<file path="config.mk">
export PLATFORM = sky130hd
export DESIGN_NAME = sha256_padder
export DESIGN_NICKNAME = d
export VERILOG_FILES = /design/src/rtl/sha256_padder.sv
export SDC_FILE = /design/constraint.sdc
export NUM_CORES = 1
export LEC_CHECK = 0
export BUFFER_PORTS_ARGS = -buffer_cell sky130_fd_sc_hd__buf_2
export CAP_MARGIN = 20
export CORE_MARGIN = 8
export CORE_UTILIZATION = 54
export DETAILED_ROUTE_END_ITERATION = 6
export GPL_TIMING_DRIVEN = 0
export HOLD_SLACK_MARGIN = 0.06
export PLACE_DENSITY_LB_ADDON = 0.1
export SLEW_MARGIN = 10
export SYNTH_ARGS = -nofsm -noshare
export SYNTH_HDL_FRONTEND = slang
export SYNTH_SLANG_ARGS = --single-unit
</file>
<file path="constraint.sdc">
create_clock -name clk_i -period 22.9 [get_ports clk_i]
set_clock_uncertainty 0.05 [all_clocks]
set_input_delay 1.145 -clock clk_i [delete_from_list [all_inputs] [get_ports clk_i]]
set_output_delay 1.145 -clock clk_i [all_outputs]
set_load 0.01 [all_outputs]
</file>
<file path="src/rtl/sha256_padder.sv">
// SHA-256 message padder: packs a 32-bit big-endian word stream into 512-bit blocks with
// FIPS 180-4 padding. Define SHA256_PADDER_PROTO_CHK_EN to add the sticky err_o protocol flag.
module sha256_padder #(
  parameter int LEN_W = 64
) (
  input  logic         clk_i,
  input  logic         rst_i,
  input  logic [31:0]  data_i,
  input  logic         data_vld_i,
  input  logic         data_last_i,
  input  logic [2:0]   data_nbytes_i,
  output logic         data_rdy_o,
  output logic [511:0] blk_o,
  output logic         blk_vld_o,
  input  logic         blk_rdy_i,
  output logic         blk_first_o,
  output logic         blk_last_o
`ifdef SHA256_PADDER_PROTO_CHK_EN
  ,
  output logic         err_o
`endif
);

  typedef enum logic [1:0] {FILL, PAD, LEN, EMIT} state_e;

  state_e             state_q, state_d;
  logic [511:0]       blk_q, blk_d;
  logic [3:0]         widx_q, widx_d;
  logic [LEN_W-1:0]   cnt_q, cnt_d;
  logic               mark_q, mark_d;   // 0x80 marker still owed (last word was full)
  logic               first_q, first_d;
  logic               last_q, last_d;
  logic               pend_q, pend_d;   // padding continues in the block after this one

  logic               acc;
  logic [2:0]         nb;
  logic [31:0]        keep_mask;
  logic [31:0]        marker;
  logic [8:0]         wsel;

  assign acc  = data_vld_i && (state_q == FILL);
  assign nb   = (data_nbytes_i > 3'd4) ? 3'd4 : data_nbytes_i;
  // Word i occupies bits [32*(15-i) +: 32]; 15-i is the bitwise inverse of a 4-bit index.
  assign wsel = {~widx_q, 5'b00000};

  always_comb begin
    keep_mask = 32'hFFFF_FFFF;
    marker    = 32'h0000_0000;
    case (nb)
      3'd0:    begin keep_mask = 32'h0000_0000; marker = 32'h8000_0000; end
      3'd1:    begin keep_mask = 32'hFF00_0000; marker = 32'h0080_0000; end
      3'd2:    begin keep_mask = 32'hFFFF_0000; marker = 32'h0000_8000; end
      3'd3:    begin keep_mask = 32'hFFFF_FF00; marker = 32'h0000_0080; end
      default: begin keep_mask = 32'hFFFF_FFFF; marker = 32'h0000_0000; end
    endcase
  end

  // NOTE: every next-state variable gets its hold value first so no path infers a latch.
  always_comb begin
    state_d = state_q;
    blk_d   = blk_q;
    widx_d  = widx_q;
    cnt_d   = cnt_q;
    mark_d  = mark_q;
    first_d = first_q;
    last_d  = last_q;
    pend_d  = pend_q;
    unique case (state_q)
      FILL: begin
        if (acc) begin
          widx_d = widx_q + 4'd1;
          if (data_last_i) begin
            blk_d[wsel +: 32] = (data_i & keep_mask) | marker;
            cnt_d  = cnt_q + LEN_W'({nb, 3'b000});
            mark_d = (nb == 3'd4);
            if (widx_q == 4'd15) begin
              state_d = EMIT;
              pend_d  = 1'b1;
              last_d  = 1'b0;
            end else if (nb != 3'd4 && widx_q == 4'd13) begin
              state_d = LEN;
            end else begin
              state_d = PAD;
            end
          end else begin
            blk_d[wsel +: 32] = data_i;
            cnt_d = cnt_q + LEN_W'(32);
            if (widx_q == 4'd15) begin
              state_d = EMIT;
              last_d  = 1'b0;
            end
          end
        end
      end
      PAD: begin
        blk_d[wsel +: 32] = mark_q ? 32'h8000_0000 : 32'h0000_0000;
        mark_d = 1'b0;
        widx_d = widx_q + 4'd1;
        if (widx_q == 4'd13) begin
          state_d = LEN;
        end else if (widx_q == 4'd15) begin
          state_d = EMIT;
          pend_d  = 1'b1;
        end
      end
      LEN: begin
        blk_d[63:0] = 64'(cnt_q);
        last_d  = 1'b1;
        state_d = EMIT;
      end
      EMIT: begin
        if (blk_rdy_i) begin
          widx_d  = 4'd0;
          first_d = 1'b0;
          last_d  = 1'b0;
          pend_d  = 1'b0;
          if (last_q) begin
            first_d = 1'b1;
            cnt_d   = '0;
            state_d = FILL;
          end else if (pend_q) begin
            state_d = PAD;
          end else begin
            state_d = FILL;
          end
        end
      end
      default: state_d = FILL;
    endcase
  end

  // NOTE: the block buffer is reset too, since blk_o must read as zero out of reset.
  always_ff @(posedge clk_i or posedge rst_i) begin
    if (rst_i) begin
      state_q <= FILL;
      blk_q   <= '0;
      widx_q  <= '0;
      cnt_q   <= '0;
      mark_q  <= 1'b0;
      first_q <= 1'b1;
      last_q  <= 1'b0;
      pend_q  <= 1'b0;
    end else begin
      // NOTE: non-blocking assignments so all flops update from the same pre-edge values.
      state_q <= state_d;
      blk_q   <= blk_d;
      widx_q  <= widx_d;
      cnt_q   <= cnt_d;
      mark_q  <= mark_d;
      first_q <= first_d;
      last_q  <= last_d;
      pend_q  <= pend_d;
    end
  end

  assign data_rdy_o  = (state_q == FILL);
  assign blk_vld_o   = (state_q == EMIT);
  assign blk_o       = blk_q;
  assign blk_first_o = first_q;
  assign blk_last_o  = last_q;

`ifdef SHA256_PADDER_PROTO_CHK_EN
  logic err_q;

  always_ff @(posedge clk_i or posedge rst_i) begin
    if (rst_i) begin
      err_q <= 1'b0;
    end else if (acc && ((data_last_i && data_nbytes_i > 3'd4) ||
                         (!data_last_i && data_nbytes_i != 3'd4))) begin
      err_q <= 1'b1;
    end
  end

  assign err_o = err_q;
`endif

endmodule

</file>
---- Word level (Yosys, flattened, before mapping) ----
Cells that the tools add are included.
operators by class
  bitwise logic cells ..................... 3
  reduce and logical (&&, ||, !) cells .... 18
  add/sub/neg operators ................... 4
  equality and inequality tests ........... 16
  muxes and demuxes ....................... 42
  shift-type cells ........................ 4
  $lt $le $gt $ge ......................... 1
operators by type and width
  kind                                                     number
  bitwise mux 512 bit                                      3
  variable part select 32 x 11 -> 512 bit                  3
  two-way mux 512 bit                                      2
  one-hot mux 448 bit (2 select lines)                     1
  variable shift 32 x 11 -> 512 bit, first input constant  1
  two-way mux 64 bit                                       4
  one-hot mux 32 bit (4 select lines)                      2
  one-hot mux 64 bit (3 select lines)                      1
  one-hot mux 64 bit (2 select lines)                      1
  adder 64 x 6 -> 64 bit                                   1
  adder 64 x 6 -> 64 bit, second input constant            1
  AND 32 bit                                               1
  two-way mux 32 bit                                       1
  OR 32 bit                                                1
  two-way mux 2 bit                                        7
  two-way mux 1 bit                                        12
  one-hot mux 4 bit (3 select lines)                       1
  negator 9 -> 11 bit                                      1
  nonzero test 3 bit                                       3
  equality test 4 bit, second input constant               2
  two-way mux 4 bit                                        2
  inequality test 2 x 1 -> 1 bit, second input constant    4
  one-hot mux 2 bit (4 select lines)                       1
  AND reduction 2 bit                                      4
  other kinds (20)                                         28
word-level totals
  register bits ........................... 586
  word-level logic and storage cells ...... 97
  output and inout port bits .............. 516
  input bits .............................. 40

---- Depth between registers and ports, before layout ----
  depth in word-level cells ............... 11
  depth in mapped cells ................... 12
  gate-level depth less buffers ........... 9

---- Worst setup path before layout ----
OpenSTA, ideal clock, no wires.
  path type ............................... input-to-reg
  start ................................... input data_nbytes_i[2]
  end ..................................... register cnt_q[33]
  path slack .............................. 19288 ps
  arrival time ............................ 3484 ps
  data required time ...................... 22772 ps
  path buffers ............................ 2
  setup time .............................. 78 ps
  stages on the path ...................... 11
  cell sequence ........................... clkbuf_1 > nor2b_1 > ha_1 > inv_1 > fa_1 > nand2b_1 > a21oi_2 > nand4_1 > buf_2 > or4_1 > a21oi_1
between the ends
  longest elaborated chain between the ends .. 6
RTL lines
  item                                     RTL line  source
  start, declared                          11        input logic [2:0] data_nbytes_i,
  greater-than comparator 3 bit            42        assign nb = (data_nbytes_i > 3'd4) ? 3'd4 : data_nbytes_i;
  two-way mux 3 bit (*)                    42
  adder 64 x 6 -> 64 bit (*)               74        cnt_d = cnt_q + LEN_W'({nb, 3'b000});
  two-way mux 64 bit (*)                   72        if (data_last_i) begin
  two-way mux 64 bit (*)                   70        if (acc) begin
  one-hot mux 64 bit (2 select lines) (*)  68        unique case (state_q)
  end signal, assigned                     148       cnt_q <= cnt_d;
  end, declared                            29        logic [LEN_W-1:0] cnt_q, cnt_d;
Every way passes the cells marked *; elsewhere a longest branch is shown, timed or not. The select of a mux whose other input is x is not followed.
A chain may end at the register's enable or synchronous reset.

---- Final worst setup path ----
Ends and elaborated chain as after synthesis.

==> reports/metrics.cfg <==
[status]
outcome=finished clean

[power_and_ir_drop]
pwr-share-comb=0.358
leakage_nw=15.0
seq_power_share=0.395
power.share.switching=0.403
power.internal_mw=2.30
clkPwrFrac=0.247
power.density_nw_per_um2=130
power.net_switching_mw=1.55
vdd_ir_drop_max_mv=0.0627

[place]
place_hpwl_um=72800
routabilityCongestion=0.960
placement.io_buffers=540

[logic_synthesis]
synth_register_bits=583
synth_edf_count=0
postSynthNetCount=2414
synth.distinct_cells=77
ys_async_sr_fraction=1.00
yosysSeqAreaShare=0.602
synth.yosys.warnings=0
synthesis.area_sq_um=24200
yosys_most_used_dff=sky130_fd_sc_hd__dfrtp_1
netlist_instances=2361
synth_area_per_cell_sq_um=10.3

[floorplan]
row_count=77
core_area_sq_um=44200
design.portCount=556
floorplan.die.width_um=228
die_h_um=228
fp.dieArea_sq_um=51900
initial_standard_cell_utilization_of_the_core=0.548

[timing]
final-max-slew-violation-count=0
max_freq_mhz=241
worstMarginPinSlew_ns=1.26
tcrit_tclk_final=0.181
finalHoldViolCount=0
grt_setup_unrepaired=false
setup_violations=0
finalWorstPathRequiredPeriod_ns=4.15
timing.slew.headroom=0.163
final.setup.tns_ns=0

[job]
drv.max_cap_violation_count=0

[grt]
grt_pass1_wl_um=143000
grt_start_max_net_pins=126
grt_antenna_before_repair=6
grt_pass1_vias=21567
grt.total_usage=0.363
grt_overflow_total=0

[clocking]
tritoncts.num_buffers=57
cts_resized=0
htreeDepth=2
post-cts-setup-buffers=0
cts.clk_slew.worst_paths_ns=0.06
clock-sinks=583
worst_skew_pair.late_latency_ns=0.62
holdBufCountCts=0
maximum_clock_insertion_buffer_count=3
clock_tree.root_cell=sky130_fd_sc_hd__clkbuf_16
tritoncts=yes

[worst_setup_path]
start_kind=primary input
worst-path-max-fanout=10
worst-endpoint-required_ns=23.33
timing.critical_path.arrival_ns=4.58
crit_type=primary input to flip-flop
crit_path_end_kind=flip-flop

[route]
route.met2.wl_um=45400
met3WireLength_um=9160
drtIter0Drc=2523
detail_route.wl_per_cell_um=27.1
first_pass_iters=6
drt_wl_total_um=97900
drcViolationCount=0
drtAntennaViolNets=0
route.top_layer_used=met5
via_per_inst=6.19
vias=22316
wirelength_met1_um=37500

[finish]
sequential_cell_area_sq_um=14600
filler_cell_count=3571
final_nets=3021
post-route-util=0.672
multiInputGateArea_sq_um=8860
layout-drive-gt1-share=0.242
most-common-layout-cells=582 x sky130_fd_sc_hd__dfrtp_1, 558 x sky130_fd_sc_hd__buf_2, 520 x sky130_fd_sc_hd__nand2_1, 354 x sky130_fd_sc_hd__o21ai_0, 136 x sky130_fd_sc_hd__clkbuf_1
layout_commonest_cell=sky130_fd_sc_hd__dfrtp_1
synthToLayoutAreaGrowth_pct=22.7

[hold_path]
hp-class=flip-flop to flip-flop

## layout make-up
class,count,area share
repair buffers,548,0.0959
diodes,4,0.000337
inverters,46,0.00606
well taps,592,0.0249
multi-input cells,1580,0.298
clock inverters,21,0.00808
plain buffers,152,0.0207
clock buffers,81,0.0554
flip-flops and latches,583,0.491
## flip-flops by register name, summed over array words and instances, names as in the netlist
signal and flops:
state_q 2, blk_last_o 1, mark_q 1, cnt_q 61, pend_q 1, blk_o 512, blk_first_o 1, widx_q 4
## cell usage after synthesis, types with 7 or more instances
cell type	instances	area, sq um
sky130_fd_sc_hd__mux2_2	37	417
sky130_fd_sc_hd__buf_2	18	90.1
sky130_fd_sc_hd__nor2_1	71	267
sky130_fd_sc_hd__nor2b_1	10	62.6
sky130_fd_sc_hd__nand4_1	34	213
sky130_fd_sc_hd__a21o_1	23	173
sky130_fd_sc_hd__nor4_1	9	56.3
sky130_fd_sc_hd__mux2i_1	34	340
sky130_fd_sc_hd__clkbuf_1	124	465
sky130_fd_sc_hd__nand3_1	59	295
sky130_fd_sc_hd__a32o_1	7	70.1
sky130_fd_sc_hd__o31ai_1	49	368
sky130_fd_sc_hd__o21ai_1	27	135
sky130_fd_sc_hd__or3_1	17	106
sky130_fd_sc_hd__a32oi_1	8	70.1
sky130_fd_sc_hd__nor3_1	23	115
sky130_fd_sc_hd__a22oi_1	23	173
sky130_fd_sc_hd__inv_1	46	173
sky130_fd_sc_hd__o21ai_0	354	1770
sky130_fd_sc_hd__a22o_1	66	578
sky130_fd_sc_hd__ha_1	12	150
sky130_fd_sc_hd__and3_1	15	93.8
sky130_fd_sc_hd__xor2_1	13	114
sky130_fd_sc_hd__nand2b_1	12	75.1
sky130_fd_sc_hd__nand2_1	520	1950
sky130_fd_sc_hd__a21oi_1	46	230
sky130_fd_sc_hd__dfrtp_1	582	14600
sky130_fd_sc_hd__or4_1	24	180
## layer usage
layer / vias up / GRT usage
li1: 9505 / -
met4: 2 / 0.181
met5: - / 0
met2: 1315 / 0.581
met1: 11232 / 0.463
met3: 262 / 0.0838
## path summary, 6_finish.rpt
check	startpoint	to	slack, ns	cells past startpoint
max	data_nbytes_i[2]	cnt_q[33]	18.75	13
min	blk_o[324]	blk_o[324]	0.42	2
max in group asynchronous	rst_i	blk_o[110]	20.48	4
max reg2reg	widx_q[0]	blk_o[57]	19.25	9
min reg2reg	blk_o[324]	blk_o[324]	0.42	2
min in group asynchronous	rst_i	blk_o[344]	0.65	2
## stage by stage
step	cell area (sq um)	worst slack, ns	hold slack, ns	power [mW]	cells
after floorplan	24200	5.39	0.433	2.20	2361
after global placement	27700	0.238	0.407	2.85	3493
after detailed placement	27800	18.17	0.410	2.90	3498
after CTS	29700	18.81	0.425	3.84	3600
after global routing	29700	18.54	0.444	4.02	3606
final	29700	18.75	0.424	3.86	3607
## worst max-delay path: stages
cell and delay, ns:
sky130_fd_sc_hd__buf_2 0.13, sky130_fd_sc_hd__clkbuf_1 0.26, sky130_fd_sc_hd__nor2b_1 0.19, sky130_fd_sc_hd__ha_1 0.21, sky130_fd_sc_hd__inv_1 0.07, sky130_fd_sc_hd__fa_1 0.40, sky130_fd_sc_hd__nand2b_1 0.21, sky130_fd_sc_hd__a21oi_2 0.35
sky130_fd_sc_hd__nand4_1 0.44, sky130_fd_sc_hd__buf_2 0.35, sky130_fd_sc_hd__buf_1 0.35, sky130_fd_sc_hd__o31ai_1 0.36, sky130_fd_sc_hd__a21oi_1 0.11
## cell families after synthesis
logic type / synth area share
AO/OA/AOI/OAI: 0.160
XOR/XNOR: 0.00821
adder cells (fa/ha/maj): 0.00702
buffers and inverters: 0.0326
flip-flops: 0.602
multiplexers: 0.0336
AND/OR/NAND/NOR: 0.157
## power groups by stage
stage	combinational (mW)	clock [mW]	sequential (mW)
finish	1.38	0.951	1.53
global route	1.48	0.993	1.55
CTS	1.37	0.955	1.52
detailed placement	1.36	0	1.53
global placement	1.33	0	1.52
floorplan	0.582	0	1.62
Power figures use the tool's default switching activity.
